===== src/rtl/fp_sched_pkg.sv =====
// Shared types and constants for the sequential FP reduction scheduler.
package fp_sched_pkg;

    localparam int FP_W = 32;

    localparam logic [FP_W-1:0] FP_ONE  = 32'h3F80_0000;
    localparam logic [FP_W-1:0] FP_ZERO = 32'h0000_0000;

    typedef enum logic [1:0] {
        IDLE  = 2'd0,
        ACCUM = 2'd1,
        DONE  = 2'd2
    } state_e;

endpackage


===== src/rtl/fp_pair_sel.sv =====
// Combinational operand pairing among adder result (R), hold register (H)
// and accepted input (I); at most one add per cycle, a leftover goes to hold.
module fp_pair_sel
    import fp_sched_pkg::*;
(
    input  logic            r_valid,
    input  logic [FP_W-1:0] r_data,
    input  logic            h_valid,
    input  logic [FP_W-1:0] h_data,
    input  logic            i_valid,
    input  logic [FP_W-1:0] i_data,
    output logic            issue,
    output logic [FP_W-1:0] op_a,
    output logic [FP_W-1:0] op_b,
    output logic            hold_we,
    output logic [FP_W-1:0] hold_data
);

    always_comb begin
        issue     = 1'b0;
        op_a      = FP_ZERO;
        op_b      = FP_ZERO;
        hold_we   = 1'b0;
        hold_data = FP_ZERO;
        if (h_valid && r_valid) begin
            issue = 1'b1;
            op_a  = h_data;
            op_b  = r_data;
            // Only the input can be left over when all three are present.
            if (i_valid) begin
                hold_we   = 1'b1;
                hold_data = i_data;
            end
        end else if (h_valid && i_valid) begin
            issue = 1'b1;
            op_a  = h_data;
            op_b  = i_data;
        end else if (r_valid && i_valid) begin
            issue = 1'b1;
            op_a  = r_data;
            op_b  = i_data;
        end else if (h_valid) begin
            hold_we   = 1'b1;
            hold_data = h_data;
        end else if (r_valid) begin
            hold_we   = 1'b1;
            hold_data = r_data;
        end else if (i_valid) begin
            hold_we   = 1'b1;
            hold_data = i_data;
        end
    end

endmodule


===== src/rtl/fp_reduce_scheduler.sv =====
// Sums N_INPUTS streamed FP32 words through one shared external FP adder.
//   state | meaning
//   IDLE  | waiting for Start; outputs from the last run are held
//   ACCUM | accepting inputs, pairing operands, tracking adds in flight
//   DONE  | final sum on Data_Out, Valid_Out pulses for this one cycle
module fp_reduce_scheduler
    import fp_sched_pkg::*;
#(
    parameter int N_INPUTS = 128,
    parameter int CNT_W    = $clog2(N_INPUTS + 1)
) (
    input  logic            clk,
    input  logic            rst,
    input  logic            Start,
    input  logic [1:0]      RMode,
    input  logic [FP_W-1:0] Data_In,
    input  logic            Valid_In,
    output logic            Ready_Out,
    output logic [FP_W-1:0] Add_Data_A,
    output logic [FP_W-1:0] Add_Data_B,
    output logic            Add_Valid_In,
    output logic            Add_Mode,
    output logic [1:0]      Add_RMode,
    input  logic [FP_W-1:0] Add_Data_Out,
    input  logic            Add_Valid_Out,
    output logic [FP_W-1:0] Data_Out,
    output logic            Valid_Out,
    output logic            Busy
);

    localparam logic [CNT_W-1:0] N_CNT    = CNT_W'(N_INPUTS);
    localparam logic [CNT_W-1:0] LAST_ADD = CNT_W'(N_INPUTS - 1);

    state_e            state_q, state_d;
    logic [1:0]        rmode_q, rmode_d;
    logic [CNT_W-1:0]  recv_q, recv_d;
    logic [CNT_W-1:0]  issued_q, issued_d;
    logic [CNT_W-1:0]  inflight_q, inflight_d;
    logic [FP_W-1:0]   hold_q, hold_d;
    logic              hold_valid_q, hold_valid_d;
    logic [FP_W-1:0]   add_a_q, add_a_d;
    logic [FP_W-1:0]   add_b_q, add_b_d;
    logic              add_valid_q, add_valid_d;
    logic [FP_W-1:0]   data_out_q, data_out_d;

    logic              in_accum;
    logic              ready;
    logic              accept;
    logic              r_valid;
    logic              h_valid;
    logic              done_cond;
    logic              issue;
    logic [FP_W-1:0]   op_a;
    logic [FP_W-1:0]   op_b;
    logic              hold_we;
    logic [FP_W-1:0]   hold_wdata;

    // Results arriving outside ACCUM (e.g. stale after reset) are dropped here.
    always_comb begin
        in_accum = (state_q == ACCUM);
        ready    = in_accum && (recv_q < N_CNT);
        accept   = Valid_In && ready;
        r_valid  = in_accum && Add_Valid_Out;
        h_valid  = in_accum && hold_valid_q;
    end

    fp_pair_sel u_pair_sel (
        .r_valid   (r_valid),
        .r_data    (Add_Data_Out),
        .h_valid   (h_valid),
        .h_data    (hold_q),
        .i_valid   (accept),
        .i_data    (Data_In),
        .issue     (issue),
        .op_a      (op_a),
        .op_b      (op_b),
        .hold_we   (hold_we),
        .hold_data (hold_wdata)
    );

    always_comb begin
        done_cond = in_accum && (recv_q == N_CNT) && (issued_q == LAST_ADD) &&
                    (inflight_q == '0) && hold_valid_q && !r_valid && !accept;

        state_d      = state_q;
        rmode_d      = rmode_q;
        recv_d       = recv_q;
        issued_d     = issued_q;
        inflight_d   = inflight_q;
        hold_d       = hold_q;
        hold_valid_d = hold_valid_q;
        add_a_d      = add_a_q;
        add_b_d      = add_b_q;
        add_valid_d  = 1'b0;
        data_out_d   = data_out_q;

        case (state_q)
            IDLE: begin
                if (Start) begin
                    state_d      = ACCUM;
                    rmode_d      = RMode;
                    recv_d       = '0;
                    issued_d     = '0;
                    inflight_d   = '0;
                    hold_d       = FP_ZERO;
                    hold_valid_d = 1'b0;
                end
            end
            ACCUM: begin
                if (done_cond) begin
                    state_d    = DONE;
                    data_out_d = hold_q;
                end else begin
                    recv_d     = recv_q + CNT_W'(accept);
                    inflight_d = inflight_q + CNT_W'(issue) - CNT_W'(r_valid);
                    if (issue) begin
                        add_a_d     = op_a;
                        add_b_d     = op_b;
                        add_valid_d = 1'b1;
                        issued_d    = issued_q + CNT_W'(1);
                    end
                    // An issue always consumes the hold entry if one was present.
                    if (hold_we) begin
                        hold_d       = hold_wdata;
                        hold_valid_d = 1'b1;
                    end else if (issue) begin
                        hold_valid_d = 1'b0;
                    end
                end
            end
            DONE: begin
                state_d = IDLE;
            end
            default: begin
                state_d = IDLE;
            end
        endcase
    end

    always_ff @(posedge clk) begin
        if (rst) begin
            state_q      <= IDLE;
            rmode_q      <= 2'b00;
            recv_q       <= '0;
            issued_q     <= '0;
            inflight_q   <= '0;
            hold_q       <= FP_ZERO;
            hold_valid_q <= 1'b0;
            add_a_q      <= FP_ZERO;
            add_b_q      <= FP_ZERO;
            add_valid_q  <= 1'b0;
            data_out_q   <= FP_ZERO;
        end else begin
            state_q      <= state_d;
            rmode_q      <= rmode_d;
            recv_q       <= recv_d;
            issued_q     <= issued_d;
            inflight_q   <= inflight_d;
            hold_q       <= hold_d;
            hold_valid_q <= hold_valid_d;
            add_a_q      <= add_a_d;
            add_b_q      <= add_b_d;
            add_valid_q  <= add_valid_d;
            data_out_q   <= data_out_d;
        end
    end

    assign Ready_Out    = ready;
    assign Add_Data_A   = add_a_q;
    assign Add_Data_B   = add_b_q;
    assign Add_Valid_In = add_valid_q;
    assign Add_Mode     = 1'b0;
    assign Add_RMode    = rmode_q;
    assign Data_Out     = data_out_q;
    assign Valid_Out    = (state_q == DONE);
    assign Busy         = (state_q != IDLE);

endmodule

===== config.mk =====
export PLATFORM = sky130hd
export DESIGN_NAME = fp_reduce_scheduler
export DESIGN_NICKNAME = d
export VERILOG_FILES = /design/src/rtl/fp_sched_pkg.sv /design/src/rtl/fp_pair_sel.sv /design/src/rtl/fp_reduce_scheduler.sv
export SDC_FILE = /design/constraint.sdc
export NUM_CORES = 1
export LEC_CHECK = 0
export CAP_MARGIN = 5
export CORE_ASPECT_RATIO = 1.5
export CORE_MARGIN = 10
export CORE_UTILIZATION = 46
export CTS_CLUSTER_SIZE = 10
export DETAILED_ROUTE_END_ITERATION = 8
export PLACE_DENSITY = 0.77
export RECOVER_POWER = 50
export REMOVE_ABC_BUFFERS = 1
export SLEW_MARGIN = 10
export SYNTH_ARGS = -nofsm -noshare
export SYNTH_HDL_FRONTEND = slang
export SYNTH_SLANG_ARGS = --single-unit

===== constraint.sdc =====
create_clock -name clk -period 3.6 [get_ports clk]
set_input_delay 0.36 -clock clk [delete_from_list [all_inputs] [get_ports clk]]
set_output_delay 0.36 -clock clk [all_outputs]
set_load 0.005 [all_outputs]

* Yosys cells after proc, flatten, opt, wreduce, memory -nomap -nowiden *
Index checks and enable logic that the tools add are counted.

word-level totals
  word-level logic and storage cells = 99
  register bits after elaboration = 158
  bits of input ports = 71

operators by class
  equality and inequality tests = 11
  bitwise operators = 2
  reductions and logical operators = 28
  multiplexer cells = 42
  add/sub/neg operators = 4
  order comparisons = 1

operators with widths
  operator               count
  $mux W32               15
  $pmux W32 S2           1
  $pmux W8 S2            3
  $mux W8                5
  $add A8 B1 Y8          2
  $mux W1                14
  $logic_and A1 B1 Y1    13
  $add A8 B1 Y8 const B  1
  $eq A8 B7 Y1 const B   1
  $eq A8 B8 Y1 const B   1
  $logic_not A8 Y1       1
  $lt A8 B8 Y1 const B   1
  $reduce_and A4 Y1      2
  $sub A8 B1 Y8          1
  $ne A2 B1 Y1 const B   3
  $reduce_and A2 Y1      3
  $reduce_and A3 Y1      2
  $ne A5 B5 Y1 const B   1
  $reduce_and A5 Y1      1
  $mux W2                2
  $ne A2 B2 Y1 const B   2
  $pmux W2 S2            1
  $reduce_bool A2 Y1     2
  $ne A3 B1 Y1 const B   1
  7 further kinds        9

* Longest topological paths before layout *
Gate-level depths: netlist of run 1.

  word-level depth = 12
  depth in mapped cells = 14

* By module *
A second synthesis of run 1 with hierarchy kept.

unflattened totals
  cells, all modules = 976
  area total of the unflattened synthesis = 7881.3 µm²

modules (own cells, without submodules)
  module               area each (µm²)  times used  sequential area each (µm²)  cells an instance
  fp_reduce_scheduler  6500.0           1           3163.0                      805
  fp_pair_sel          1381.3           1           0.0                         171

* Least setup slack after synthesis of run 1 *
OpenSTA, ideal clock, no wires.

  path type = reg-to-reg
  start point = reg state_q[1]
  end point = reg inflight_q[6]
  arrival = 3.251 ns
  buffers on the path = 2
  setup slack = 0.220 ns
  stages on the path, launching flop included = 15
  clock period less this slack = 3.380 ns
  library setup time = 0.129 ns
  cell sequence = dfxtp_1 and4bb_2 clkbuf_1 clkbuf_1 fa_1 inv_1 ha_1 inv_1 ha_1 fa_1 a21oi_1 o311ai_0 a21oi_1 xor2_1 o31ai_1

on the way
  longest elaborated chain between the ends = 11
  elaborated cells on any way between the ends = 28

ends and longest elaborated chain
  item                    line                        source
  start, declared         fp_reduce_scheduler.sv:34   state_e state_q, state_d;
  start signal, assigned  fp_reduce_scheduler.sv:154  state_q <= state_d;
  $eq A2 B1 Y1 *          fp_reduce_scheduler.sv:60   in_accum = (state_q == ACCUM);
  $logic_and A1 B1 Y1     fp_reduce_scheduler.sv:61   ready = in_accum && (recv_q < N_CNT);
  $logic_and A1 B1 Y1     fp_reduce_scheduler.sv:62   accept = Valid_In && ready;
  $logic_and A1 B1 Y1     fp_pair_sel.sv:38           end else if (r_valid && i_valid) begin
  $mux W1                 fp_pair_sel.sv:38
  $mux W1                 fp_pair_sel.sv:34           end else if (h_valid && i_valid) begin
  $mux W1 *               fp_pair_sel.sv:25           if (h_valid && r_valid) begin
  via issue               fp_reduce_scheduler.sv:52   logic issue;
  $add A8 B1 Y8 *         fp_reduce_scheduler.sv:115  inflight_d = inflight_q + CNT_W'(issue) - CNT_W'(r_valid);
  $sub A8 B1 Y8 *         fp_reduce_scheduler.sv:115
  $mux W8 *               fp_reduce_scheduler.sv:110  if (done_cond) begin
  $pmux W8 S2 *           fp_reduce_scheduler.sv:97   case (state_q)
  end signal, assigned    fp_reduce_scheduler.sv:158  inflight_q <= inflight_d;
  end, declared           fp_reduce_scheduler.sv:38   logic [CNT_W-1:0] inflight_q, inflight_d;

Mark *: on every way through the listed nets, which the timed path passes. The rest lies on a longest branch. The select of a mux whose other input is x is not followed.
A chain may end at the register's enable or synchronous reset.

* Worst setup path after layout of run 1 *
Same ends and word-level chain as after synthesis.

==> run metrics, run 1 <==
period utilisation layout=about nine tenths; Core Util, Final=approximately three fifths; FFs w/ async S/R, synth=0%; M1 WL=8.88 mm; FP Rows=57; skew final=about 0.008 ns; Critical R2R Launch=state_q[1]; critical path's top delay family=adder cells; GRT Util Overall=20.6%; Initial DRC Count=532; post-layout power=roughly 4.1 mW; CTS Sinks=158; Clk pin slew, worst setup/hold paths=0.07 ns; share of cells above drive strength 1=9.26%; drt total wl=23.2 mm; Tmin final=3.17 ns; drt pass-1 iters=5; num ports=174; vias in the first global route=6,947; most common cell in the netlist=dfxtp_1; post-route design area=9940 um^2; Worst EP arrival=3.46 ns; pwr dens=415 nW/um^2; worst path required time=just under 4 ns; routed len/inst=19.0 um; final setup margin=~0.43 ns; Hold Crit Class=primary input to flip-flop; MaxCap Viol Count=0; Post-CTS Setup Inserts=0; most frequent cells after synthesis=dfxtp_1 (158), nor2_1 (116), nand2_1 (82), nor2b_1 (61), clkbuf_1 (56); htree depth=4; Critical Path Fanout Max=7; RSZ-0062 raised after global routing=false; HP Start=rst; P_leak=3.74 nW; ordered list of cells on the worst path=and2b_1 -> and2_0 -> fa_1 -> inv_1 -> ha_1 -> inv_1 -> ha_1 -> fa_1 -> a21oi_1 -> o311ai_0 -> a21oi_1 -> xor2_1 -> o31ai_1; Max Slew Vio Count=0; predominant post-synthesis flop cell=dfxtp_1; uppermost layer routed=met4; worst reg2reg setup slack=0.43 ns; DRC=0; fmax=315 MHz; Worst Hold End=Add_Valid_In; post-place instance area=roughly 9400 um^2; Worst-Skew Late Latency=0.42 ns; routed vias/inst=5.73; DP Worst Slack=0.236 ns; #FFs+latches synth=158; Yosys warning total=0; final hold slack=0.396 ns; global-route wire length before repair=approximately 37 mm; Yosys top cell by area=dfxtp_1; maximum VDD drop=0.260 mV; Post-synth EDFFs=0; DRT antenna net count=0; Die H=176 um; RD Place Congestion=0.849; clock tree buffer depth=2; area grow syn2layout=32.6%; largest net degree at the start of global routing=98; CTS Root Cell=clkbuf_16; WS Path Type=flip-flop to flip-flop; CP Capture Type=flip-flop; top post-synthesis cells by area=dfxtp_1 (42%), nor2_1 (5.8%), nor2b_1 (5.1%); Worst Tran Pin Value=1.06 ns; CP bufs+invs=2; setup violators final=0; # port buffers=172; Synth top area share=42.2%; synth unique cells=60; gr ovfl total=0; Initial Util=46.5%; metal2 WL=12.2 mm; outcome=finished, final reports clean; hold-critical path depth=2; die width=124 um; worst r2r dst=inflight_q[6]; Worst Reg-to-Reg Cells=13; initial antenna violation count=2; crit-path max cell delay=0.44 ns; hpwl dp=15.7 mm; max_slew headroom=around 30%; final hold vios=0; vias=7,009; met3 wire len=1.21 mm; core area=about 16,000 um^2; Nets=approximately 1,100; CTS tree=built; cell area after synthesis=7500 um^2; Seq/Total Area, Yosys=42.2%; cts hold-fix bufs=0; cells after synthesis=868; Critical-path top delay cell=fa_1; die area=21,900 um^2; syn avg cell area=roughly 8.6 um^2; Num CTS Buffers=17; # resized after CTS=0; critical path launch point type=flip-flop
-- layout by cell type (no fill, tap or decap), drive strengths merged, types with 6 or more instances in the layout --
cell type      netlist  routed
dfxtp              158     158
nor2               116     116
dlygate4sd3          0     101
nand2               82      82
clkdlybuf4s50        0      70
nor2b               61      61
a21oi               54      54
a211oi              34      34
a32oi               32      32
a22oi               32      32
a311oi              32      32
mux2                32      32
nor3                32      32
inv                 18      21
clkbuf              56      21
buf                 22      20
ha                  14      14
nand3               13      13
xnor2                7       7
o31ai                6       6
clkinv               0       6
-- through the flow --
step                std cells  TNS (ns)
detailed placement       1190         0
finish                   1223         0
CTS                      1221         0
global placement         1190         0
global route             1223         0
floorplan                 790    -97.23
-- where the power goes --
group          internal (mW)  total (mW)  switching, mW
combinational          0.223       0.486          0.263
sequential              1.78        1.80         0.0217
clock                   1.09        1.84          0.746
-- worst max-delay path by stage --
| stage | from | endpoint | slack [ns] | cells after the start |
|---|---|---|---|---|
| finish | state_q[1] | inflight_q[6] | 0.43 | 13 |
| global route | state_q[1] | inflight_q[6] | 0.22 | 13 |
| CTS | state_q[1] | inflight_q[6] | 0.42 | 13 |
| detailed placement | Add_Valid_Out | inflight_q[6] | 0.24 | 13 |
| global placement | Add_Valid_Out | inflight_q[6] | 0.33 | 13 |
| floorplan | state_q[1] | Add_Data_B[0] | -1.55 | 5 |
-- kinds of logic after synthesis --
| logic type | synth area share, % |
|---|---|
| DFF | 42.2 |
| xor gates and xnor gates | 1.40 |
| and+or+nand+nor | 22.1 |
| other | 0.0500 |
| buffers and inverters | 5.59 |
| AOI/OAI and AO/OA | 20.8 |
| muxes | 4.94 |
| adders and majority gates | 2.87 |
-- registers in the layout (all words and copies together), names as in the netlist --
| name | flops |
|---|---|
| Add_RMode | 2 |
| Data_Out | 32 |
| recv_q | 8 |
| hold_q | 32 |
| hold_valid_q | 1 |
| inflight_q | 8 |
| state_q | 2 |
| Add_Data_B | 32 |
| Add_Valid_In | 1 |
| Add_Data_A | 32 |
| issued_q | 8 |
-- cell type report --
type	instances	area, um^2
timing repair buffer	194	1920
clock inverter	13	165
clock buffer	18	429
sequential	158	3160
inverter	18	67.6
fill	1421	6180
multi-input combinational	614	3930
antenna	2	5.00
tap	206	258
-- layer usage --
layer  global-route usage, %  up-vias
met5                       0        -
li1                        -     3384
met3                    4.20       52
met1                    22.2     3322
met4                    11.2        0
met2                    36.7      251
(Power assumes the default switching activity.)
==> run 2: changes to the inputs <==
--- a/config.mk
+++ b/config.mk
@@ -14,6 +14,7 @@
 export PLACE_DENSITY = 0.77
 export RECOVER_POWER = 50
 export REMOVE_ABC_BUFFERS = 1
+export SKIP_CTS_REPAIR_TIMING = 1
 export SLEW_MARGIN = 10
 export SYNTH_ARGS = -nofsm -noshare
 export SYNTH_HDL_FRONTEND = slang
==> results of run 2 <==
Final layout, timing and power as in run 1 (identical DEF).
